## src/rtl/datagram_link_pkg.sv

```systemverilog
// Shared definitions for the game-core -> display datagram link (tx and rx).
package datagram_link_pkg;
  localparam int         MESSAGE_SIZE  = 16;
  localparam logic [7:0] DEF_SYNC_WORD = 8'hA5;
  localparam logic       LINK_IDLE     = 1'b1;

  typedef enum logic [2:0] {IDLE, SYNC, PAYLOAD, CHECKSUM, GAP} tx_state_t;

  // Whole bytes needed to carry a datagram of the given width.
  function automatic int pay_bytes(input int bits);
    return (bits + 7) / 8;
  endfunction
endpackage

```

## src/rtl/datagram_link_tx_bit_timer.sv

```systemverilog
// Bit-period timer: bit_end marks the last clk of each serial bit time.
module link_bit_timer #(
  parameter int BIT_PERIOD = 4
) (
  input  logic clk,
  input  logic rst,
  input  logic restart,
  output logic bit_end
);
  localparam int CW = (BIT_PERIOD > 1) ? $clog2(BIT_PERIOD) : 1;

  logic [CW-1:0] cnt;

  assign bit_end = !restart && (cnt == CW'(BIT_PERIOD - 1));

  // Free-running count within a bit; restart holds it at zero.
  always_ff @(posedge clk or posedge rst) begin
    if (rst)                     cnt <= '0;
    else if (restart || bit_end) cnt <= '0;
    else                         cnt <= cnt + CW'(1);
  end
endmodule

```

## src/rtl/datagram_link_tx.sv

```systemverilog
// Framed serial transmitter: sync, LSB-first payload, XOR checksum, idle gap.
module datagram_link_tx
  import datagram_link_pkg::*;
#(
  parameter int         MSG_BITS   = MESSAGE_SIZE,
  parameter int         BIT_PERIOD = 4,
  parameter int         GAP_BITS   = 8,
  parameter logic [7:0] SYNC_WORD  = DEF_SYNC_WORD
) (
  input  logic                clk,
  input  logic                rst,
  input  logic [MSG_BITS-1:0] datagram,
  input  logic                send_req,
  output logic                busy,
  output logic                tx_data,
  output logic                tx_frame,
  output logic                frame_done,
  output logic                overrun
);
  localparam int PAY_BITS = pay_bytes(MSG_BITS) * 8;
  localparam int MAXB     = (PAY_BITS > GAP_BITS) ? PAY_BITS : GAP_BITS;
  localparam int CW       = $clog2(MAXB + 1);

  tx_state_t           state, state_n;
  logic [CW-1:0]       bit_idx, lim;
  logic                bit_end, last_bit, frame_end, start;
  logic [PAY_BITS-1:0] sh, load_pad;
  logic [7:0]          csum;
  logic [MSG_BITS-1:0] pend_q;
  logic                pend_full;
  logic                tmr_restart;

  assign tmr_restart = (state == IDLE);

  link_bit_timer #(.BIT_PERIOD(BIT_PERIOD)) u_timer (
    .clk     (clk),
    .rst     (rst),
    .restart (tmr_restart),
    .bit_end (bit_end)
  );

  assign busy       = (state != IDLE);
  assign tx_frame   = (state == SYNC) || (state == PAYLOAD) || (state == CHECKSUM);
  assign frame_done = frame_end;
  // A request while busy with a datagram already waiting replaces it.
  assign overrun    = send_req && busy && pend_full;

  // Bit count of the current state.
  always_comb begin
    lim = CW'(8);
    case (state)
      PAYLOAD: lim = CW'(PAY_BITS);
      GAP:     lim = CW'(GAP_BITS);
      default: lim = CW'(8);
    endcase
  end

  assign last_bit = bit_end && ((bit_idx + CW'(1)) == lim);

  // Next state; a frame end with a fresh request or a waiting datagram chains
  // straight into the next sync, with the request taking priority.
  always_comb begin
    state_n   = state;
    frame_end = 1'b0;
    start     = 1'b0;
    case (state)
      IDLE:     if (send_req) begin start = 1'b1; state_n = SYNC; end
      SYNC:     if (last_bit) state_n = PAYLOAD;
      PAYLOAD:  if (last_bit) state_n = CHECKSUM;
      CHECKSUM: if (last_bit) begin
                  if (GAP_BITS == 0) frame_end = 1'b1;
                  else               state_n   = GAP;
                end
      GAP:      if (last_bit) frame_end = 1'b1;
      default:  state_n = IDLE;
    endcase
    if (frame_end) begin
      if (send_req || pend_full) begin start = 1'b1; state_n = SYNC; end
      else                                          state_n = IDLE;
    end
  end

  // State register.
  always_ff @(posedge clk or posedge rst) begin
    if (rst) state <= IDLE;
    else     state <= state_n;
  end

  // Source for a new frame, zero-extended to whole bytes.
  always_comb begin
    load_pad                = '0;
    load_pad[MSG_BITS-1:0]  = send_req ? datagram : pend_q;
  end

  // Bit index within the current state; zero on every state entry.
  always_ff @(posedge clk or posedge rst) begin
    if (rst)                                      bit_idx <= '0;
    else if (state_n != state || state == IDLE)   bit_idx <= '0;
    else if (bit_end)                             bit_idx <= bit_idx + CW'(1);
  end

  // Payload shifter and running XOR of payload bytes, built bit by bit.
  always_ff @(posedge clk or posedge rst) begin
    if (rst) begin
      sh   <= '0;
      csum <= '0;
    end else if (start) begin
      sh   <= load_pad;
      csum <= '0;
    end else if (state == PAYLOAD && bit_end) begin
      sh                 <= sh >> 1;
      csum[bit_idx[2:0]] <= csum[bit_idx[2:0]] ^ sh[0];
    end
  end

  // Single-entry pending buffer; newest request wins.
  always_ff @(posedge clk or posedge rst) begin
    if (rst) begin
      pend_q    <= '0;
      pend_full <= 1'b0;
    end else if (send_req && busy && !frame_end) begin
      pend_q    <= datagram;
      pend_full <= 1'b1;
    end else if (frame_end) begin
      pend_full <= 1'b0;
    end
  end

  // Serial line mux.
  always_comb begin
    tx_data = LINK_IDLE;
    case (state)
      SYNC:     tx_data = SYNC_WORD[bit_idx[2:0]];
      PAYLOAD:  tx_data = sh[0];
      CHECKSUM: tx_data = csum[bit_idx[2:0]];
      default:  tx_data = LINK_IDLE;
    endcase
  end
endmodule

```

## config.mk

```make
export PLATFORM = sky130hd
export DESIGN_NAME = datagram_link_tx
export DESIGN_NICKNAME = d
export VERILOG_FILES = /design/src/rtl/datagram_link_pkg.sv /design/src/rtl/datagram_link_tx_bit_timer.sv /design/src/rtl/datagram_link_tx.sv
export SDC_FILE = /design/constraint.sdc
export NUM_CORES = 1
export LEC_CHECK = 0
export CORE_UTILIZATION = 50
export CTS_CLUSTER_DIAMETER = 120
export DETAILED_ROUTE_END_ITERATION = 10
export PLACE_DENSITY = 0.8
export SYNTH_ARGS = -nofsm -noshare
export SYNTH_HDL_FRONTEND = slang
export SYNTH_SLANG_ARGS = --single-unit
```

## constraint.sdc

```tcl
create_clock -name clk -period 3.2 [get_ports clk]
set_clock_uncertainty 0.2 [all_clocks]
set_input_delay 0.8 -clock clk [delete_from_list [all_inputs] [get_ports clk]]
set_output_delay 0.8 -clock clk [all_outputs]
set_load 0.01 [all_outputs]
```

==> results of run 1 <==
[registers in the layout, indices dropped and copies added (netlist names)]
register     cells
bit_idx          5
csum             8
pend_full        1
pend_q          16
sh              16
state            3
u_timer.cnt      2
[metal layers]
layer,wire length (um),global-route usage,up-vias
li1,-,-,1077
met1,3030,0.329,1144
met2,3170,0.363,64
met3,289,0.0368,9
met4,88,0.0782,0
met5,0,0,-
[power by group through the flow]
stage | registers, mW | logic, mW | clock network (mW)
after detailed placement | 0.697 | 0.0968 | 0
after global placement | 0.696 | 0.0946 | 0
after CTS | 0.684 | 0.0977 | 0.493
final | 0.685 | 0.0966 | 0.487
after global routing | 0.688 | 0.106 | 0.520
after floorplan | 0.693 | 0.0610 | 0
[worst max-delay path, delay by kind of cell (launching register included)]
kind | cells | cell delay (ns)
AO/OA/AOI/OAI | 2 | 0.41
AND/OR/NAND/NOR | 2 | 0.41
buffers and inverters | 3 | 0.59
flip-flops | 1 | 0.41
[synthesized netlist by cell type (all sizes together) (3+ instances only)]
cell type	count	area share
inv	5	0.0064
xor2	5	0.015
o31ai	4	0.015
and2	3	0.0072
dfrtp	51	0.43
buf	16	0.039
nor3b	6	0.015
a21o	3	0.0076
nor3	20	0.034
mux2	16	0.074
a211oi	33	0.089
nand3	6	0.010
a21oi	4	0.0068
and3	3	0.0064
nor2	19	0.024
clkbuf	7	0.0093
nand2	9	0.011
ha	3	0.013
nor4b	3	0.0089
mux2i	25	0.085
[logic make-up (layout without fill, tap and decap cells)]
kind of cell	Yosys count	after routing	synth area share
buffers and inverters	28	60	0.0542
AO/OA/AOI/OAI	56	56	0.150
multiplexers	43	43	0.174
adder cells (fa/ha/maj)	3	3	0.0127
AND/OR/NAND/NOR	83	83	0.157
flip-flops	51	51	0.432
XOR/XNOR	7	7	0.0208
[final timing paths]
kind | start | slack (ns) | endpoint
max in group asynchronous | rst | 1.62 | bit_idx[2]$_DFFE_PP0P_
setup / recovery | bit_idx[0]$_DFFE_PP0P_ | 0.06 | frame_done
min in group asynchronous | rst | 0.58 | state[2]$_DFF_PP0_
hold / removal | u_timer.cnt[0]$_DFF_PP0_ | 0.27 | u_timer.cnt[0]$_DFF_PP0_
setup reg to reg | bit_idx[0]$_DFFE_PP0P_ | 0.41 | pend_q[12]$_DFFE_PP0P_
hold reg to reg | u_timer.cnt[0]$_DFF_PP0_ | 0.27 | u_timer.cnt[0]$_DFF_PP0_
[metrics by stage]
stage / instances / TNS (ns) / total power [mW]
2_1_floorplan: 271 / 0 / 0.754
3_3_place_gp: 365 / 0 / 0.790
3_5_place_dp: 365 / 0 / 0.794
4_1_cts: 375 / 0 / 1.28
5_1_grt: 375 / -0.0475 / 1.31
6_report: 375 / 0 / 1.27
[final cells by class]
type	count	area, um2
timing repair buffer	47	412
clock inverter	2	38.8
clock buffer	6	82.6
sequential	51	1280
inverter	5	18.8
multi-input combinational	192	1540
tap	72	90.1
fill	491	2150
[timing repair]
item                                    4_1_cts  5_1_grt
pin swaps                                     2        0
resized for setup                             5        6
setup buffers                                 2        0
hold endpoints to repair                      0        0
endpoints found under the setup margin        2        3
==> run metrics, run 1 <==
Net Count, Synth=between 200 and 300; number of synthesized flops with an enable pin=0; Post-Syn Instances=approximately 270; Critical Path Max Stage Delay=0.41 ns; port bufs=23; most frequent cells in the layout=dfrtp_1 (48), a211oi_1 (30), mux2i_1 (25); Rel. slew slack=0.584; DIE WIDTH=78.9 um; combinational power share=0.076; commonest non-fill, non-tap cell in the layout=dfrtp_1; critical path, cell by cell=buf_6 -> buf_4 -> and3_1 -> o221ai_2 -> o311ai_2 -> nor2_2 -> dlygate4sd2_1; Post-Syn Area=2950 um2; worst skew pair latency=approximately 0.31 ns; Util after Layout=0.617; NetSw=0.283 mW; TritonCTS clock tree=done; register area share after synthesis=0.432; Critical Path Source Type=register; CTS root buf=clkbuf_8; Netlist cell types=between 50 and 60; antenna viol nets, final=0; initial antenna violation count=0; initial drt markers=158; Sw Ratio=0.223; Hold Fails Final Rpt=0; Worst-path clk slew=approximately 0.1 ns; Die Ht=slightly below 80 um; ys flop type=dfrtp_1; hold_ws=approximately 0.27 ns; IO Count=24; hold buffers post-CTS=0; max-cap check violation count=0; ANT cells=0; Lkg Pwr=about 1.5 nW; final setup fails=0; floorplan row count=27; vias in the first global route=between 2000 and 2500; Routed WL per cell=roughly 18 um; CTS Buf Count=5; GRT Residual Overflow=0; via count=between 2000 and 2500; GPL Wtd Cong=about 0.8; DRT Wirelength=~6600 um; DP Worst Slack=0.0659 ns; Final Net Count=between 300 and 400; actual slew at the worst max-slew pin=slightly above 0.6 ns; Worst path slowest cell=dfrtp_1; Worst EP arrival=around 2.1 ns; WP data required=between 2 and 2.5 ns; Seq cells post-synth=51; Cell Pwr Density=approximately 370 nW/um2; Syn Area/Cell=about 11 um2; die area=just over 6000 um2; ys async rst share=1.00; core area=~5600 um2; power share of the clock group=0.384; H-tree levels=2; CP endpoint kind=output port; detailed placer's ending HPWL=4390 um; worst vdd ir=roughly 280 uV; warnings from Yosys=0; Initial Util=0.527; final setup margin=roughly 0.060 ns; post-route cell area=3460 um2; Crit Path Category=register to output port; largest buffer count on any clock path=2; worst-path maximum fanout=12; DRT Pass-1 Iters=4; Post-route DRC=0; first-pass GRT wire length=between 10000 and 15000 um; pin count of the biggest net entering global routing=28; Internal Power=around 1 mW; Seq pwr share=0.540; Total Routing Usage GR=0.232; CTS Sinks=51; R2R depth=8; area grow syn2layout=17.2%; share of cells above drive strength 1=0.218; Final min period=approximately 3.1 ns; area post-placement=3300 um2; status=completed; fmax=between 300 and 400 MHz; fin. max-slew vios=0; Min-Delay Path Depth=1; crit share post-route=0.981; worst hold path class=register to register; DR vias/cell=6.12
Note: power is estimated with default switching activity, not from simulation.
==> run 2, diff against run 1 <==
--- a/config.mk
+++ b/config.mk
@@ -9,6 +9,7 @@
 export CTS_CLUSTER_DIAMETER = 120
 export DETAILED_ROUTE_END_ITERATION = 10
 export PLACE_DENSITY = 0.8
+export SLEW_MARGIN = 20
 export SYNTH_ARGS = -nofsm -noshare
 export SYNTH_HDL_FRONTEND = slang
 export SYNTH_SLANG_ARGS = --single-unit
==> results of run 2 <==
The final DEF is identical to that of run 1; final timing and power are the same.
==> run 3, diff against run 2 <==
--- a/config.mk
+++ b/config.mk
@@ -5,11 +5,11 @@
 export SDC_FILE = /design/constraint.sdc
 export NUM_CORES = 1
 export LEC_CHECK = 0
+export CORE_MARGIN = 1
 export CORE_UTILIZATION = 50
 export CTS_CLUSTER_DIAMETER = 120
 export DETAILED_ROUTE_END_ITERATION = 10
 export PLACE_DENSITY = 0.8
-export SLEW_MARGIN = 20
 export SYNTH_ARGS = -nofsm -noshare
 export SYNTH_HDL_FRONTEND = slang
 export SYNTH_SLANG_ARGS = --single-unit
==> results of run 3 <==
The final DEF is identical to that of run 1; final timing and power are the same.
